==> src/rtl/rom_quad_arbiter.sv <==
`default_nettype none
// ============================================================================
//  Module   : rom_quad_arbiter
//  Purpose  : Shares one synchronous image-ROM read port between the VGA pixel
//             reader (single reads, strict priority) and the resizer's 2x2
//             neighbourhood fetch (four sequential reads p0..p3).
//  Options  : define QUAD_EDGE_CLAMP_EN to replicate right/bottom edge pixels
//             instead of wrapping the neighbour addresses.
//  Revision : 1.0 - initial release
// ============================================================================
module rom_quad_arbiter #(
    parameter int IMG_WIDTH  = 160,
    parameter int IMG_HEIGHT = 120,
    parameter int ADDR_W     = 15,
    parameter int DATA_W     = 8,
    parameter int X_W        = 8,
    parameter int Y_W        = 7
) (
    input  logic              clk,
    input  logic              reset,

    input  logic              vga_req,
    input  logic [ADDR_W-1:0] vga_addr,
    output logic              vga_valid,
    output logic [DATA_W-1:0] vga_data,

    input  logic              quad_req,
    input  logic [X_W-1:0]    quad_x,
    input  logic [Y_W-1:0]    quad_y,
    output logic              quad_ack,
    output logic              quad_valid,
    output logic [DATA_W-1:0] quad_p0,
    output logic [DATA_W-1:0] quad_p1,
    output logic [DATA_W-1:0] quad_p2,
    output logic [DATA_W-1:0] quad_p3,
    output logic              busy,

    output logic [ADDR_W-1:0] rom_addr,
    input  logic [DATA_W-1:0] rom_q
);

    typedef enum logic [1:0] {
        S_IDLE  = 2'd0,
        S_ISSUE = 2'd1,
        S_DRAIN = 2'd2,
        S_DONE  = 2'd3
    } state_t;

    localparam logic [ADDR_W-1:0] c_ONE        = ADDR_W'(1);
    localparam logic [ADDR_W-1:0] c_ROW_STRIDE = ADDR_W'(IMG_WIDTH);
    localparam logic [X_W-1:0]    c_LAST_COL   = X_W'(IMG_WIDTH - 1);
    localparam logic [Y_W-1:0]    c_LAST_ROW   = Y_W'(IMG_HEIGHT - 1);
`ifdef QUAD_EDGE_CLAMP_EN
    localparam bit                c_CLAMP      = 1'b1;
`else
    localparam bit                c_CLAMP      = 1'b0;
`endif

    state_t              r_state;
    state_t              w_state_nxt;
    logic [ADDR_W-1:0]   r_base;
    logic [1:0]          r_idx;
    logic                r_clamp_x;
    logic                r_clamp_y;
    logic                r_tag_vga;
    logic                r_tag_quad;
    logic [1:0]          r_tag_idx;
    logic                r_vga_valid;
    logic [DATA_W-1:0]   r_vga_data;

    logic                w_accept;
    logic                w_issue;
    logic                w_at_right;
    logic                w_at_bottom;
    logic [ADDR_W-1:0]   w_base_nxt;
    logic [ADDR_W-1:0]   w_step_x;
    logic [ADDR_W-1:0]   w_step_y;
    logic [ADDR_W-1:0]   w_nbr_addr;
    logic [ADDR_W-1:0]   w_rom_addr;

    // Fetch acceptance and quad issue; a VGA request always wins the port.
    assign w_accept    = (r_state == S_IDLE) && quad_req;
    assign w_issue     = (r_state == S_ISSUE) && !vga_req;

    assign w_base_nxt  = ADDR_W'(quad_y) * c_ROW_STRIDE + ADDR_W'(quad_x);
    assign w_at_right  = c_CLAMP && (quad_x == c_LAST_COL);
    assign w_at_bottom = c_CLAMP && (quad_y == c_LAST_ROW);

    assign w_step_x    = r_clamp_x ? '0 : c_ONE;
    assign w_step_y    = r_clamp_y ? '0 : c_ROW_STRIDE;

    always_comb begin
        w_nbr_addr = r_base;
        case (r_idx)
            2'd0:    w_nbr_addr = r_base;
            2'd1:    w_nbr_addr = r_base + w_step_x;
            2'd2:    w_nbr_addr = r_base + w_step_y;
            default: w_nbr_addr = r_base + w_step_x + w_step_y;
        endcase
    end

    always_comb begin
        w_rom_addr = '0;
        if (vga_req) begin
            w_rom_addr = vga_addr;
        end else if (w_issue) begin
            w_rom_addr = w_nbr_addr;
        end
    end

    // Reset forces the combinational outputs low as well as the registers.
    assign rom_addr   = reset ? '0 : w_rom_addr;
    assign quad_ack   = !reset && w_accept;
    assign quad_valid = (r_state == S_DONE);
    assign busy       = (r_state != S_IDLE);
    assign vga_valid  = r_vga_valid;
    assign vga_data   = r_vga_data;

    always_comb begin
        w_state_nxt = r_state;
        case (r_state)
            S_IDLE: begin
                if (quad_req) begin
                    w_state_nxt = S_ISSUE;
                end
            end
            S_ISSUE: begin
                if (w_issue && (r_idx == 2'd3)) begin
                    w_state_nxt = S_DRAIN;
                end
            end
            S_DRAIN: begin
                if (r_tag_quad && (r_tag_idx == 2'd3)) begin
                    w_state_nxt = S_DONE;
                end
            end
            S_DONE: begin
                w_state_nxt = S_IDLE;
            end
            default: begin
                w_state_nxt = S_IDLE;
            end
        endcase
    end

    always_ff @(posedge clk or posedge reset) begin
        if (reset) begin
            r_state <= S_IDLE;
        end else begin
            r_state <= w_state_nxt;
        end
    end

    always_ff @(posedge clk or posedge reset) begin
        if (reset) begin
            r_base    <= '0;
            r_idx     <= 2'd0;
            r_clamp_x <= 1'b0;
            r_clamp_y <= 1'b0;
        end else if (w_accept) begin
            r_base    <= w_base_nxt;
            r_idx     <= 2'd0;
            r_clamp_x <= w_at_right;
            r_clamp_y <= w_at_bottom;
        end else if (w_issue) begin
            r_idx     <= r_idx + 2'd1;
        end
    end

    // Single-stage return tag, aligned with the ROM's one-cycle read latency.
    always_ff @(posedge clk or posedge reset) begin
        if (reset) begin
            r_tag_vga  <= 1'b0;
            r_tag_quad <= 1'b0;
            r_tag_idx  <= 2'd0;
        end else begin
            r_tag_vga  <= vga_req;
            r_tag_quad <= w_issue;
            if (w_issue) begin
                r_tag_idx <= r_idx;
            end
        end
    end

    always_ff @(posedge clk or posedge reset) begin
        if (reset) begin
            r_vga_valid <= 1'b0;
            r_vga_data  <= '0;
        end else begin
            r_vga_valid <= r_tag_vga;
            if (r_tag_vga) begin
                r_vga_data <= rom_q;
            end
        end
    end

    for (genvar gi = 0; gi < 4; gi++) begin : g_quad_pix
        logic r_pix;
        logic [DATA_W-1:0] r_pix_data;
        assign r_pix = r_tag_quad && (r_tag_idx == 2'(gi));

        always_ff @(posedge clk or posedge reset) begin
            if (reset) begin
                r_pix_data <= '0;
            end else if (r_pix) begin
                r_pix_data <= rom_q;
            end
        end
    end

    assign quad_p0 = g_quad_pix[0].r_pix_data;
    assign quad_p1 = g_quad_pix[1].r_pix_data;
    assign quad_p2 = g_quad_pix[2].r_pix_data;
    assign quad_p3 = g_quad_pix[3].r_pix_data;

endmodule
`default_nettype wire

==> config.mk <==
export PLATFORM = sky130hd
export DESIGN_NAME = rom_quad_arbiter
export DESIGN_NICKNAME = d
export VERILOG_FILES = /design/src/rtl/rom_quad_arbiter.sv
export SDC_FILE = /design/constraint.sdc
export NUM_CORES = 1
export LEC_CHECK = 0
export CAP_MARGIN = 30
export CORE_UTILIZATION = 49
export CTS_CLUSTER_DIAMETER = 60
export CTS_CLUSTER_SIZE = 30
export DETAILED_ROUTE_END_ITERATION = 10
export HOLD_SLACK_MARGIN = 0.02
export PLACE_DENSITY = 0.82
export RECOVER_POWER = 25
export SLEW_MARGIN = 20
export SYNTH_ARGS = -nofsm -noshare
export SYNTH_HDL_FRONTEND = slang
export SYNTH_SLANG_ARGS = --single-unit
==> constraint.sdc <==
create_clock -name clk -period 4.4 [get_ports clk]
set_input_delay 0.66 -clock clk [delete_from_list [all_inputs] [get_ports clk]]
set_output_delay 0.66 -clock clk [all_outputs]
set_load 0.1 [all_outputs]
; Yosys cells after proc, flatten, opt, wreduce, memory -nomap -nowiden
; Cells that the tools add are included.
[op_classes]
add_sub_neg = 5
mul = 1
n_reduce_logical = 16
n_mux = 10
eq_ne = 12
[op_table]
columns = op, n
row1 = two-way mux 15 bit, 3
row2 = one-hot mux 15 bit (3 select lines), 1
row3 = "adder 15 x 8 -> 15 bit, second input constant", 2
row4 = "adder 15 x 1 -> 15 bit, second input constant", 1
row5 = adder 15 x 8 -> 15 bit, 1
row6 = "== test 2 bit, second input constant", 6
row7 = "multiplier 7 x 3 -> 10 bit, second input constant", 1
row8 = two-way mux 2 bit, 5
row9 = logical AND 1 bit, 8
row10 = one-hot mux 2 bit (4 select lines), 1
row11 = "== test 2 x 1 -> 1 bit, second input constant", 3
row12 = zero test 2 bit, 3
row13 = "inequality test 2 bit, second input constant", 2
row14 = nonzero test 2 bit, 2
row15 = AND reduction 3 bit, 1
row16 = "adder 2 x 1 -> 2 bit, second input constant", 1
row17 = zero test 1 bit, 2
row18 = "inequality test 2 x 1 -> 1 bit, second input constant", 1
[word_totals]
in_bits = 42
word_cells = 56
out_inout_bits = 59
regBits = 64

; Longest topological paths before layout
[depth]
ltp_word = 6
depth_mapped = 11
ltp_nobuf = 10

; Worst setup path before layout
; No wires, ideal clock.
[synth_timing]
kind = input to output
from = input reset
to = output rom_addr[13]
arrival_ns = 4.632
path_slack_ns = -0.892
required_time_ns = 3.740
cell_stages = 3
path_buffers = 0
cell_sequence = inv_1 > nand2_1 > o31ai_1
[synth_via]
elab_chain_len = 1
[synth_lines]
columns = item, line_no
row1 = "start, declared", 20  ; input logic reset,
row2 = two-way mux 15 bit, 112  ; assign rom_addr = reset ? '0 : w_rom_addr;
row3 = "end, declared", 38  ; output logic [ADDR_W-1:0] rom_addr,
; Every way passes these cells.

; Worst setup path after layout
[layout_timing]
from = register r_idx[0]
to = output rom_addr[13]
[layout_via]
elab_chain_len = 5
elab_cells_between_ends = 7
classes_between = eq/ne (2) / mux (4) / reduce/logical (1)
[layout_lines]
columns = item, line_no
row1 = "start, declared", 62  ; logic [1:0] r_idx;
row2 = "start signal, assigned", 166  ; r_idx <= r_idx + 2'd1;
row3 = == test 2 bit (tied with other cells), 94  ; case (r_idx)
row4 = one-hot mux 15 bit (3 select lines) *, 94
row5 = two-way mux 15 bit *, 106  ; end else if (w_issue) begin
row6 = two-way mux 15 bit *, 104  ; if (vga_req) begin
row7 = two-way mux 15 bit *, 112
; Mark *: on every way between the ends. The rest lies on a longest branch, timed or not.

==> load_flow_metrics.sql <==
INSERT INTO impl_metrics (metric_group, metric, value, unit) VALUES
('critical_path', 'timing.critical_path.from_type', 'register', ''),
('critical_path', 'worstSetupPathType', 'register to output port', ''),
('detailed_routing', 'avgViaCountPerCell', '5.86', ''),
('floorplanning', 'row_count', '33', ''),
('placed_design', 'dp_worst_setup_slack', '0.658', 'ns'),
('synth', 'yosysTopAreaCellShare', '37.1', '%'),
('synth', 'synth.yosys.seq_area_share', '37.1', '%'),
('detailed_routing', 'drt-pass1-iter-count', '5', ''),
('sta', 'final.setup.worst_slack', '0.246', 'ns'),
('detailed_routing', 'drtAntennaViolNets', '0', ''),
('critical_path', 'cp_slowest_cell', 'sky130_fd_sc_hd__dfrtp_1', ''),
('detailed_routing', 'wl', '11400', 'um'),
('layout', 'num_antenna_cells', '0', ''),
('global_routing', 'grt_antenna_before_repair', '0', ''),
('synth', 'postSynthRegisterBits', '64', ''),
('sta', 'maxSlewViolCount', '0', ''),
('sta', 'post-route-period-util', '94.4', '%'),
('layout', 'finalNetCount', '610', ''),
('detailed_routing', 'drt_wl_cell', '17.5', 'um'),
('sta', 'report.final.setup_viol', '0', ''),
('floorplanning', 'die_area', '0.00918', 'mm2'),
('cts', 'cts_hold_buffers', '0', ''),
('placed_design', 'placement.io_buffers', '100', ''),
('sta', 'rsz0062_at_grt', 'false', ''),
('sta', 'max_clock_freq', '241', 'MHz'),
('cts', 'clock-root-buffer', 'sky130_fd_sc_hd__clkbuf_8', ''),
('synth', 'synthesis.area', '0.00431', 'mm2'),
('layout', 'sequential_cell_area', '0.00160', 'mm2'),
('floorplanning', 'fp.dieW', '95.8', 'um'),
('synth', 'synth_ff_type', 'sky130_fd_sc_hd__dfrtp_1', ''),
('sta', 'totalNegativeSetupSlack', '0', 'ns'),
('sta', 'hold_viol', '0', ''),
('cts', 'post_cts_clock_slew_at_the_launch_and_capture_registers_of_the_worst_setup_and_hold_paths', '0.07', 'ns'),
('layout', 'multi_input_gate_area_in_the_final_layout', '0.00251', 'mm2'),
('cts', 'clockBufferDepth', '2', ''),
('floorplanning', 'ios', '101', ''),
('critical_path', 'critPathTopFamily', 'simple AND/OR/NAND/NOR gates', ''),
('cts', 'post_cts.resized_instances', '0', ''),
('layout', 'syn2layout_area_growth', '29.8', '%'),
('layout', 'final_core_util', '66.8', '%'),
('synth', 'yosys-top-cells-count', '64 x sky130_fd_sc_hd__dfrtp_1, 47 x sky130_fd_sc_hd__mux2_2, 37 x sky130_fd_sc_hd__o21ai_0', ''),
('global_routing', 'gr-usage-all-layers', '26.8', '%'),
('synth', 'post_synth_edffs', '0', ''),
('synth', 'synth.lib_cells_used.distinct', '60', ''),
('synth', 'post_synth_inst_count', '445', ''),
('synth', 'synth.net_count', '514', ''),
('floorplanning', 'placeableCoreArea', '0.00838', 'mm2'),
('critical_path', 'path_common_cell', 'sky130_fd_sc_hd__ha_1', ''),
('synth', 'netlist_top_cells_area', 'sky130_fd_sc_hd__dfrtp_1 37%, sky130_fd_sc_hd__mux2_2 12%, sky130_fd_sc_hd__ha_1 7.3%', ''),
('critical_path', 'timing.critical_path.to_type', 'output port', ''),
('critical_path', 'crit_chain', 'inv_1 -> ha_1 -> nand4b_4 -> nor2_1 -> xor2_1 -> ha_1 -> nor3_1 -> or3_4 -> o31a_1 -> o31ai_2 -> buf_12', ''),
('status', 'status', 'finished, final reports clean', ''),
('global_routing', 'grt_first_pass_wirelength', '18700', 'um'),
('placed_design', 'dp_hpwl', '8670', 'um'),
('sta', 'slew_headroom', '32.1', '%'),
('critical_path', 'worst-path-buf-inv', '2', ''),
('cts', 'insertion_delay', '0.34', 'ns'),
('synth', 'count_leader_synth', 'sky130_fd_sc_hd__dfrtp_1', ''),
('cts', 'cts_max_level', '3', ''),
('detailed_routing', 'route.vias.total', '3815', ''),
('cts', 'numClockSinks', '64', ''),
('cts', 'tritoncts', 'done', ''),
('floorplanning', 'die_height', '95.8', 'um'),
('critical_path', 'cp_data_required_time', '3.74', 'ns'),
('layout', 'fillers', '673', ''),
('global_routing', 'globalRouteOverflowTotal', '0', ''),
('cts', 'cts_made_buffers', '9', ''),
('critical_path', 'crit_path_max_incr_delay', '0.44', 'ns'),
('worst_hold_path', 'holdCritPathClass', 'register to register', ''),
('sta', 'final.setup_skew', '0.0129', 'ns'),
('synth', 'synthArstFlopShare', '100', '%');
-- placed cells by master (no fill, tap or decap), types with 5 or more instances in the layout --
cell and count:
sky130_fd_sc_hd__or3_1 7, sky130_fd_sc_hd__dlygate4sd3_1 8, sky130_fd_sc_hd__nor4_1 7, sky130_fd_sc_hd__a21oi_1 23, sky130_fd_sc_hd__nor2_1 23, sky130_fd_sc_hd__xnor2_1 13, sky130_fd_sc_hd__nand2_1 30, sky130_fd_sc_hd__a22oi_1 6
sky130_fd_sc_hd__mux2_2 46, sky130_fd_sc_hd__o21ai_0 36, sky130_fd_sc_hd__nand3b_1 5, sky130_fd_sc_hd__nor3_1 10, sky130_fd_sc_hd__xor2_1 6, sky130_fd_sc_hd__nand4_1 5, sky130_fd_sc_hd__clkdlybuf4s50_1 76, sky130_fd_sc_hd__inv_1 22
sky130_fd_sc_hd__a31oi_1 5, sky130_fd_sc_hd__clkbuf_8 9, sky130_fd_sc_hd__o31ai_1 5, sky130_fd_sc_hd__nand3_1 14, sky130_fd_sc_hd__ha_1 25, sky130_fd_sc_hd__o21a_1 5, sky130_fd_sc_hd__buf_4 14, sky130_fd_sc_hd__dfrtp_1 64
sky130_fd_sc_hd__nor2b_1 8
-- state kept, by name (all words and copies together), names as in the netlist --
signal,cells
r_base,15
quad_p0,8
quad_p1,8
quad_p2,8
quad_p3,8
vga_data,8
r_idx,2
r_state,2
r_tag_idx,2
r_tag_quad,1
r_tag_vga,1
vga_valid,1
-- area by class of cell --
class	count	share of cell area [%]
multi-input cells	337	44.9
flip-flops and latches	64	28.6
repair buffers	105	18.5
well taps	105	2.35
clock buffers	9	2.21
clock inverters	7	1.70
inverters	24	1.68
-- layer usage --
metal,global-route usage (%),wire (um),vias to the layer above
met1,35.8,5030,1829
met5,0,0,-
li1,-,-,1812
met3,4.34,689,28
met2,44.3,5450,146
met4,8.96,197,0
-- cells by family (layout without fill, tap and decap cells) --
kind of cell | count (synthesis) | after routing | share of synthesized area [%]
simple gates | 139 | 139 | 18.8
compound gates | 104 | 104 | 14.9
flops | 64 | 64 | 37.1
mux | 48 | 48 | 12.5
buf+inv | 44 | 145 | 4.67
fa+ha+maj | 27 | 27 | 8.18
xor+xnor | 19 | 19 | 3.86
-- final timing paths --
| path | start | endpoint | slack [ns] | cells after the start |
|---|---|---|---|---|
| worst min-delay path | quad_p2[3] | quad_p2[3] | 0.51 | 1 |
| worst max-delay path | r_idx[0] | rom_addr[13] | 0.25 | 11 |
| max in group asynchronous | reset | r_base[5] | 2.69 | 3 |
| min in group asynchronous | reset | vga_data[1] | 1.20 | 3 |
| worst max register to register | r_state[0] | r_base[5] | 2.31 | 5 |
| worst min register to register | quad_p2[3] | quad_p2[3] | 0.51 | 1 |
-- metrics by stage --
stage / hold slack, ns / instances / cell area [um2]
global placement: 0.487 / 635 / 5390
floorplan: 0.352 / 445 / 4320
CTS: 0.509 / 651 / 5610
finish: 0.506 / 651 / 5600
global route: 0.515 / 651 / 5600
detailed placement: 0.494 / 635 / 5390
Power is not shown: default switching activity piles up to over one toggle a cycle in this logic, so the estimate is an artifact.
